**src/rtl/bsg_manycore_sdr_reset_sequencer_if.sv**
```systemverilog
// bsg_manycore_sdr_reset_sequencer_if: host trigger, status and row reset outputs of the sequencer
interface bsg_manycore_sdr_reset_sequencer_if;
    logic       start_i;
    logic       busy_o;
    logic       done_o;
    logic [2:0] state_o;
    logic       async_uplink_reset_o;
    logic       async_downlink_reset_o;
    logic       async_downstream_reset_o;
    logic       async_token_reset_o;
    logic       core_reset_o;
    modport master (
        output start_i,
        input  busy_o, done_o, state_o, async_uplink_reset_o, async_downlink_reset_o,
               async_downstream_reset_o, async_token_reset_o, core_reset_o
    );
    modport slave (
        input  start_i,
        output busy_o, done_o, state_o, async_uplink_reset_o, async_downlink_reset_o,
               async_downstream_reset_o, async_token_reset_o, core_reset_o
    );
endinterface

```
**src/rtl/bsg_manycore_sdr_reset_sequencer.sv**
```systemverilog
// bsg_manycore_sdr_reset_sequencer: walks one SDR link row through its ordered reset bring-up
module bsg_manycore_sdr_reset_sequencer #(
    parameter int phase_cycles_p       = 16,
    parameter int token_pulse_cycles_p = 4
) (
    input logic                               core_clk_i,
    input logic                               core_reset_i,
    bsg_manycore_sdr_reset_sequencer_if.slave io
);
    localparam int max_cycles_lp   = phase_cycles_p > token_pulse_cycles_p ? phase_cycles_p : token_pulse_cycles_p;
    localparam int lg_cnt_width_lp = $clog2(max_cycles_lp + 1);
    localparam logic [lg_cnt_width_lp-1:0] phase_last_lp = lg_cnt_width_lp'(phase_cycles_p - 1);
    localparam logic [lg_cnt_width_lp-1:0] token_last_lp = lg_cnt_width_lp'(token_pulse_cycles_p - 1);
    typedef enum logic [2:0] {IDLE, ASSERT, TOKEN, TGAP, UP_REL, DN_REL, DS_REL, DONE} state_e;
    state_e                     state_r, state_n;
    logic [lg_cnt_width_lp-1:0] cnt_r, cnt_n;
    logic                       last;
    logic                       up_n, dn_n, ds_n, tok_n, core_n, busy_n, done_n;
    assign last       = cnt_r == (state_r == TOKEN ? token_last_lp : phase_last_lp);
    assign io.state_o = state_r;
    // Outputs are registered decodes of the next state so each one is a clean flop into other domains
    always_ff @(posedge core_clk_i or posedge core_reset_i) begin
        if (core_reset_i) begin
            state_r                     <= IDLE;
            cnt_r                       <= '0;
            io.async_uplink_reset_o     <= 1'b1;
            io.async_downlink_reset_o   <= 1'b1;
            io.async_downstream_reset_o <= 1'b1;
            io.async_token_reset_o      <= 1'b0;
            io.core_reset_o             <= 1'b1;
            io.busy_o                   <= 1'b0;
            io.done_o                   <= 1'b0;
        end else begin
            state_r                     <= state_n;
            cnt_r                       <= cnt_n;
            io.async_uplink_reset_o     <= up_n;
            io.async_downlink_reset_o   <= dn_n;
            io.async_downstream_reset_o <= ds_n;
            io.async_token_reset_o      <= tok_n;
            io.core_reset_o             <= core_n;
            io.busy_o                   <= busy_n;
            io.done_o                   <= done_n;
        end
    end
    always_comb begin
        state_n = state_r;
        cnt_n   = '0;
        if (state_r == IDLE || state_r == DONE)
            state_n = io.start_i ? ASSERT : state_r;
        else if (last)
            state_n = state_e'(state_r + 3'd1);
        else
            cnt_n = cnt_r + lg_cnt_width_lp'(1);
    end
    always_comb begin
        up_n   = state_n < UP_REL;
        dn_n   = state_n < DN_REL;
        ds_n   = state_n < DS_REL;
        tok_n  = state_n == TOKEN;
        core_n = state_n != DONE;
        busy_n = state_n != IDLE && state_n != DONE;
        done_n = state_n == DONE;
    end
endmodule

```
**src/flat_wrapper.sv**
```systemverilog
// flat-port wrapper written by rule: the top's interface ports become plain ports
module bsg_manycore_sdr_reset_sequencer_flat 
#(
    parameter int phase_cycles_p       = 16,
    parameter int token_pulse_cycles_p = 4
)
  (core_clk_i, core_reset_i, io_start_i, io_busy_o, io_done_o, io_state_o, io_async_uplink_reset_o, io_async_downlink_reset_o, io_async_downstream_reset_o, io_async_token_reset_o, io_core_reset_o);
  bsg_manycore_sdr_reset_sequencer_if io_i ();
  input logic core_clk_i;
  input logic core_reset_i;
  input wire logic [$bits(io_i.start_i)-1:0] io_start_i;
  output wire logic [$bits(io_i.busy_o)-1:0] io_busy_o;
  output wire logic [$bits(io_i.done_o)-1:0] io_done_o;
  output wire logic [$bits(io_i.state_o)-1:0] io_state_o;
  output wire logic [$bits(io_i.async_uplink_reset_o)-1:0] io_async_uplink_reset_o;
  output wire logic [$bits(io_i.async_downlink_reset_o)-1:0] io_async_downlink_reset_o;
  output wire logic [$bits(io_i.async_downstream_reset_o)-1:0] io_async_downstream_reset_o;
  output wire logic [$bits(io_i.async_token_reset_o)-1:0] io_async_token_reset_o;
  output wire logic [$bits(io_i.core_reset_o)-1:0] io_core_reset_o;
  assign io_i.start_i = io_start_i;
  assign io_busy_o = io_i.busy_o;
  assign io_done_o = io_i.done_o;
  assign io_state_o = io_i.state_o;
  assign io_async_uplink_reset_o = io_i.async_uplink_reset_o;
  assign io_async_downlink_reset_o = io_i.async_downlink_reset_o;
  assign io_async_downstream_reset_o = io_i.async_downstream_reset_o;
  assign io_async_token_reset_o = io_i.async_token_reset_o;
  assign io_core_reset_o = io_i.core_reset_o;
  bsg_manycore_sdr_reset_sequencer #(.phase_cycles_p(phase_cycles_p), .token_pulse_cycles_p(token_pulse_cycles_p)) u_core (.core_clk_i(core_clk_i), .core_reset_i(core_reset_i), .io(io_i));
endmodule
```
**config.mk**
```make
export PLATFORM = sky130hd
export DESIGN_NAME = bsg_manycore_sdr_reset_sequencer_flat
export DESIGN_NICKNAME = d
export VERILOG_FILES = /design/src/rtl/bsg_manycore_sdr_reset_sequencer_if.sv /design/src/rtl/bsg_manycore_sdr_reset_sequencer.sv /design/src/flat_wrapper.sv
export SDC_FILE = /design/constraint.sdc
export NUM_CORES = 1
export LEC_CHECK = 0
export ABC_AREA = 1
export BUFFER_PORTS_ARGS = -buffer_cell sky130_fd_sc_hd__clkbuf_2
export CORE_MARGIN = 2
export CORE_UTILIZATION = 45
export CTS_CLUSTER_DIAMETER = 120
export DETAILED_ROUTE_END_ITERATION = 16
export GPL_ROUTABILITY_DRIVEN = 0
export PLACE_DENSITY = 0.68
export SLEW_MARGIN = 10
export SYNTH_ARGS = -nofsm -noshare
export SYNTH_HDL_FRONTEND = slang
export SYNTH_SLANG_ARGS = --single-unit
export TNS_END_PERCENT = 1
```
**constraint.sdc**
```tcl
create_clock -name core_clk_i -period 2.6 [get_ports core_clk_i]
set_clock_uncertainty 0.1 [all_clocks]
set_input_delay 0.26 -clock core_clk_i [delete_from_list [all_inputs] [get_ports core_clk_i]]
set_output_delay 0.26 -clock core_clk_i [all_outputs]
set_load 0.02 [all_outputs]
```
* Word-level counts from Yosys, hierarchy flattened
Index checks and enable logic that the tools add are counted.
Operators by class: order comparisons 3, equal/unequal tests 6, $add $sub $neg 2, mux-type cells 6, reductions and logical operators 4
Operators with widths (number):
- $mux W5 | 2
- $lt A3 B3 Y1 const B | 3
- $mux W3 | 3
- $eq A3 B2 Y1 const B | 2
- $eq A3 B3 Y1 const B | 2
- $add A5 B1 Y5 const B | 1
- $eq A5 B5 Y1 | 1
- $mux W4 | 1
- $add A3 B1 Y3 const B | 1
- $logic_not A3 Y1 | 1
- $ne A3 B3 Y1 const B | 1
- $reduce_bool A3 Y1 | 1
- $logic_and A1 B1 Y1 | 1
- $logic_or A1 B1 Y1 | 1
Storage, ports and cells: bits of input ports 3, register bits 15, word-level logic and storage cells 30

* Logic depth before layout (Yosys ltp)
depth after elaboration 7, gate-level depth with buffers 13, mapped depth without buffers 13

* Worst setup path after synthesis
OpenSTA, ideal clock, no wires.
path type register to register, from reg u_core.state_r[0], in the netlist u_core.io.state_o[0], to reg u_core.io.busy_o, clock period less this slack 1.717 ns, library setup time 0.120 ns, arrival time 1.497 ns, path buffers 0, stages on the path, launching flop included 13, slack 0.883 ns, data required time 2.380 ns, cell sequence dfrtp_1 > inv_1 > ha_1 > inv_1 > nor2_1 > nand2_1 > nand3_4 > clkinv_2 > nand3_1 > nand2_2 > nand2_1 > nand2_1 > nand2_1
Between the ends: longest elaborated chain between the ends 7, elaborated cells on any way between the ends 13, classes of those cells 1 x add/sub; 4 x eq/ne; 4 x mux; 4 x reduce/logical
Ends and longest elaborated chain:
- start, declared | line bsg_manycore_sdr_reset_sequencer.sv:15 | state_e state_r, state_n;
- start signal, assigned | line bsg_manycore_sdr_reset_sequencer.sv:34 | state_r <= state_n;
- $eq A3 B2 Y1 | line bsg_manycore_sdr_reset_sequencer.sv:19 | assign last = cnt_r == (state_r == TOKEN ? token_last_lp : phase_last_lp);
- $mux W4 | line bsg_manycore_sdr_reset_sequencer.sv:19
- $eq A5 B5 Y1 | line bsg_manycore_sdr_reset_sequencer.sv:19
- $mux W3 | line bsg_manycore_sdr_reset_sequencer.sv:50 | else if (last)
- $mux W3 * | line bsg_manycore_sdr_reset_sequencer.sv:48 | if (state_r == IDLE || state_r == DONE)
- $ne A3 B3 Y1 or $reduce_bool A3 Y1 (tied branches) | line bsg_manycore_sdr_reset_sequencer.sv:61 | busy_n = state_n != IDLE && state_n != DONE;
- $logic_and A1 B1 Y1 * | line bsg_manycore_sdr_reset_sequencer.sv:61
- via u_core.busy_n | line bsg_manycore_sdr_reset_sequencer.sv:18 | logic up_n, dn_n, ds_n, tok_n, core_n, busy_n, done_n;
- end signal, assigned | line bsg_manycore_sdr_reset_sequencer.sv:41 | io.busy_o <= busy_n;
- end, declared | line bsg_manycore_sdr_reset_sequencer_if.sv:19 | output busy_o, done_o, state_o, async_uplink_reset_o, async_downlink_reset_o,
Mark *: on every way through the listed nets, which the timed path passes. The rest lies on a longest branch.

* Worst setup path in the final report
from reg u_core.state_r[1], in the netlist u_core.io.state_o[1], to reg u_core.io.busy_o
Same word-level chain as after synthesis.

==> impl_metrics.py <==
metrics = {
    "finish": {
        "net_count_of_the_finished_layout": 108,
        "drive_gt1_frac": 0.4500,
        "antenna_cells": 0,
        "final.fill_count": 166,
        "syn2layout_area_growth_pct": 15.87,
    },
    "critical_path": {
        "timing.critical_path.fanout_max": 5,
        "crit_arrival_ps": 1770,
        "end_kind": "flip-flop",
        "reg2reg_depth": 10,
        "regToRegStartpoint": "u_core.io.state_o[1]$_DFF_PP0_",
        "cp.buffers_inverters": 2,
        "cpLargestDelayFamily": "simple AND/OR/NAND/NOR gates",
        "timing_worst_setup_path_type": "reg -> reg",
        "crit_path_max_incr_delay_ps": 420,
        "ff2ff_setup_slack_ps": 910,
        "cp-start-kind": "flip-flop",
        "critical_path.cell_chain": "inv_1 > ha_1 > inv_1 > nand2_4 > nand2_4 > nand4_1 > nand2_1 > nand2_2 > o21ai_1 > nand2_1",
        "timing.critical_path.slowest_stage_cell": "dfrtp_1",
        "reg2reg_to": "u_core.io.busy_o$_DFF_PP0_",
        "critical_path_required_ps": 2680,
    },
    "yosys": {
        "yosys.cell_types.count": 23,
        "synthesis.yosys.warnings": 0,
        "ys_ff_latch": 15,
        "syn-mean-instance-area_sq_um": 9.783,
        "syn-num-nets": 90,
        "yosys.area.top_type_share": 0.3390,
        "fraction_of_the_yosys_area_taken_by_sequential_cells": 0.4684,
        "postSynthCellCount": 83,
        "synth_area_leaders": "dfrtp_1, dfstp_2, nand2_4",
        "netlist_area_pre_place_sq_um": 812.0,
        "biggest_area_consumer_among_synthesized_cells": "dfrtp_1",
    },
    "pwr": {
        "clock_power_share": 0.303,
        "vdd_drop_max_mv": 0.2966,
        "total_leakage_power_nw": 0.5028,
        "netSwitchingPower_mw": 0.1160,
        "share_seq_of_total_power": 0.567,
        "power.combinational.fraction": 0.129,
        "power.share.switching": 0.2678,
        "power.density_mw_per_mm2": 460.2,
        "internal_power_component_mw": 0.3171,
    },
    "global_route": {
        "grt_overflow": 0,
        "grt_first_pass_wirelength_microns": 2283,
        "largest_net_degree_at_the_start_of_global_routing": 16,
        "grt_usage": 0.1544,
        "antenna_found_initial": 0,
        "first_global_vias": 514,
    },
    "place": {
        "place.port_buffers": 12,
        "dp_hpwl_microns": 1023,
        "pre_cts_slack_ps": 920.0,
    },
    "detailed_routing": {
        "final_antenna_net_count": 0,
        "drt-initial-drc-count": 2,
        "drc_errors": 0,
        "top_layer_used": "met4",
        "route.detailed.wl_per_inst_microns": 10.15,
        "detailedRoute.firstPassIterationCount": 2,
        "via_per_inst": 4.312,
        "met2_length_microns": 685,
        "routed_wirelength_microns": 1269,
        "num_vias": 539,
        "wl_met1_microns": 529,
        "dr_wl_met3_microns": 42,
    },
    "clock_network": {
        "htreeDepth": 1,
        "cts_num_sinks": 15,
        "cts.root.buffer_cell": "clkbuf_4",
        "clkLatencyLatePin_ps": 280,
        "worst_setup_hold_path_clk_slew_ps": 90,
        "cts_setup_buffers": 0,
        "ctsLongestPathBuffers": 2,
        "cts_inserted_buffers": 3,
        "cts_tree": "yes",
    },
    "worst_hold_path": {
        "hold_end": "u_core.io.state_o[2]$_DFF_PP0_",
        "hold_path.startpoint": "io_start_i",
        "holdCritPathClass": "in -> reg",
        "whs_path_depth": 4,
    },
    "sta": {
        "min_period_over_period": 0.6494,
        "hold-worst-slack_ps": 323.8,
        "report.final.setup_viol": 0,
        "final.setup.worst_slack_ps": 911.5,
        "slew_violations": 0,
        "tightest_slew_ps": 543.5,
        "grt_setup_unrepaired": "no",
        "slew_headroom": 0.6373,
        "fin_tns_setup_ps": 0,
        "final.min_clock_period_ps": 1688,
        "number_of_endpoints_with_negative_hold_slack_in_the_final_report": 0,
        "achievable-frequency_mhz": 592.3,
    },
    "die": {
        "pin_count": 13,
        "die_x_microns": 46.48,
        "chipHeight_microns": 46.48,
        "die_area_sq_mm": 0.002160,
        "floorplan.rows": 15,
        "core_region_area_sq_mm": 0.001708,
        "start_util": 0.4755,
    },
    "flow_run": {
        "maxCapViolCount": 0,
    },
    "run_status": {
        "run_status": "finished, final reports clean",
    },
}
[what timing repair did]
item | CTS | global route
gates resized for setup | 0 | 0
endpoints found under the hold margin | 11 | 0
hold buffers | 1 | 0
[metal layers]
layer,vias to the layer above,global-route usage
li1,282,-
met1,251,0.1942
met2,4,0.2444
met3,2,0.03137
met4,0,0.08571
met5,-,0
[power by group through the flow]
stage	clock network [mW]	registers [mW]	logic (mW)
floorplan	0	0.259	0.0333
global placement	0	0.250	0.0548
detailed placement	0	0.250	0.0561
CTS	0.137	0.246	0.0576
global route	0.144	0.247	0.0632
finish	0.131	0.246	0.0561
[worst min-delay path: stages]
cell      delay [ps]
clkbuf_2          80
nand3_2          100
inv_2            100
o21ai_4          100
[layout by cell type (no fill, tap or decap), drive strengths merged]
cell type	instances
dlygate4sd3	1
clkinv	2
a21boi	1
nand2	24
inv	18
ha	4
nand3	5
o21ai	2
nor3	1
nor2	8
xnor2	1
xor2	2
clkbuf	15
dfrtp	11
dfstp	4
nand4	1
[sequential cells by signal (all words and copies together) (netlist names)]
register,flops
u_core.io.async_uplink_reset_o,1
u_core.io.state_o,3
u_core.io.busy_o,1
u_core.io.async_token_reset_o,1
u_core.io.core_reset_o,1
u_core.io.done_o,1
u_core.io.async_downlink_reset_o,1
u_core.cnt_r,5
u_core.io.async_downstream_reset_o,1
[through the flow]
stage	power [mW]	std cells	area [sq um]	utilization
finish	0.4330	125	940.9	0.5509
global route	0.4538	125	940.9	0.5509
floorplan	0.2920	83	812.0	-
CTS	0.4403	125	940.9	0.5509
global placement	0.3050	120	903.4	0.5289
detailed placement	0.3064	120	903.4	0.5289
[cells in the mapped netlist (all sizes together)]
library cell,instances
nand4,1
nand3,5
o21ai,2
xnor2,1
ha,4
a21boi,1
nor2,8
nand2,24
dfstp,4
inv,18
dfrtp,11
xor2,2
clkinv,1
nor3,1
[how the worst max path moves through the flow]
| stage | end | depth (start not counted) | slack [ps] | from |
|---|---|---|---|---|
| after floorplan | u_core.io.busy_o$_DFF_PP0_ | 12 | 880 | u_core.io.state_o[0]$_DFF_PP0_ |
| after detailed placement | u_core.io.busy_o$_DFF_PP0_ | 12 | 920 | u_core.io.state_o[0]$_DFF_PP0_ |
| after global routing | u_core.io.busy_o$_DFF_PP0_ | 11 | 730 | u_core.io.state_o[0]$_DFF_PP0_ |
| final | u_core.io.busy_o$_DFF_PP0_ | 10 | 910 | u_core.io.state_o[1]$_DFF_PP0_ |
| after global placement | u_core.io.busy_o$_DFF_PP0_ | 10 | 930 | u_core.io.state_o[1]$_DFF_PP0_ |
| after CTS | u_core.io.busy_o$_DFF_PP0_ | 10 | 900 | u_core.io.state_o[1]$_DFF_PP0_ |
[logic make-up after synthesis]
group / count (synthesis) / share of synthesized area
compound gates: 3 / 0.03544
buf+inv: 19 / 0.09245
fa+ha+maj: 4 / 0.06164
flops: 15 / 0.4684
xor+xnor: 3 / 0.03236
simple gates: 39 / 0.3097
[cell type report]
class	count	area [sq um]	share of cell area
multi-input combinational	49	356.6	0.3790
clock buffer	3	22.52	0.02394
timing repair buffer	13	70.07	0.07447
clock inverter	1	5.005	0.005319
sequential	15	380.4	0.4043
tap	25	31.28	0.03324
inverter	19	75.07	0.07979
Note: power is estimated with default switching activity, not from simulation.
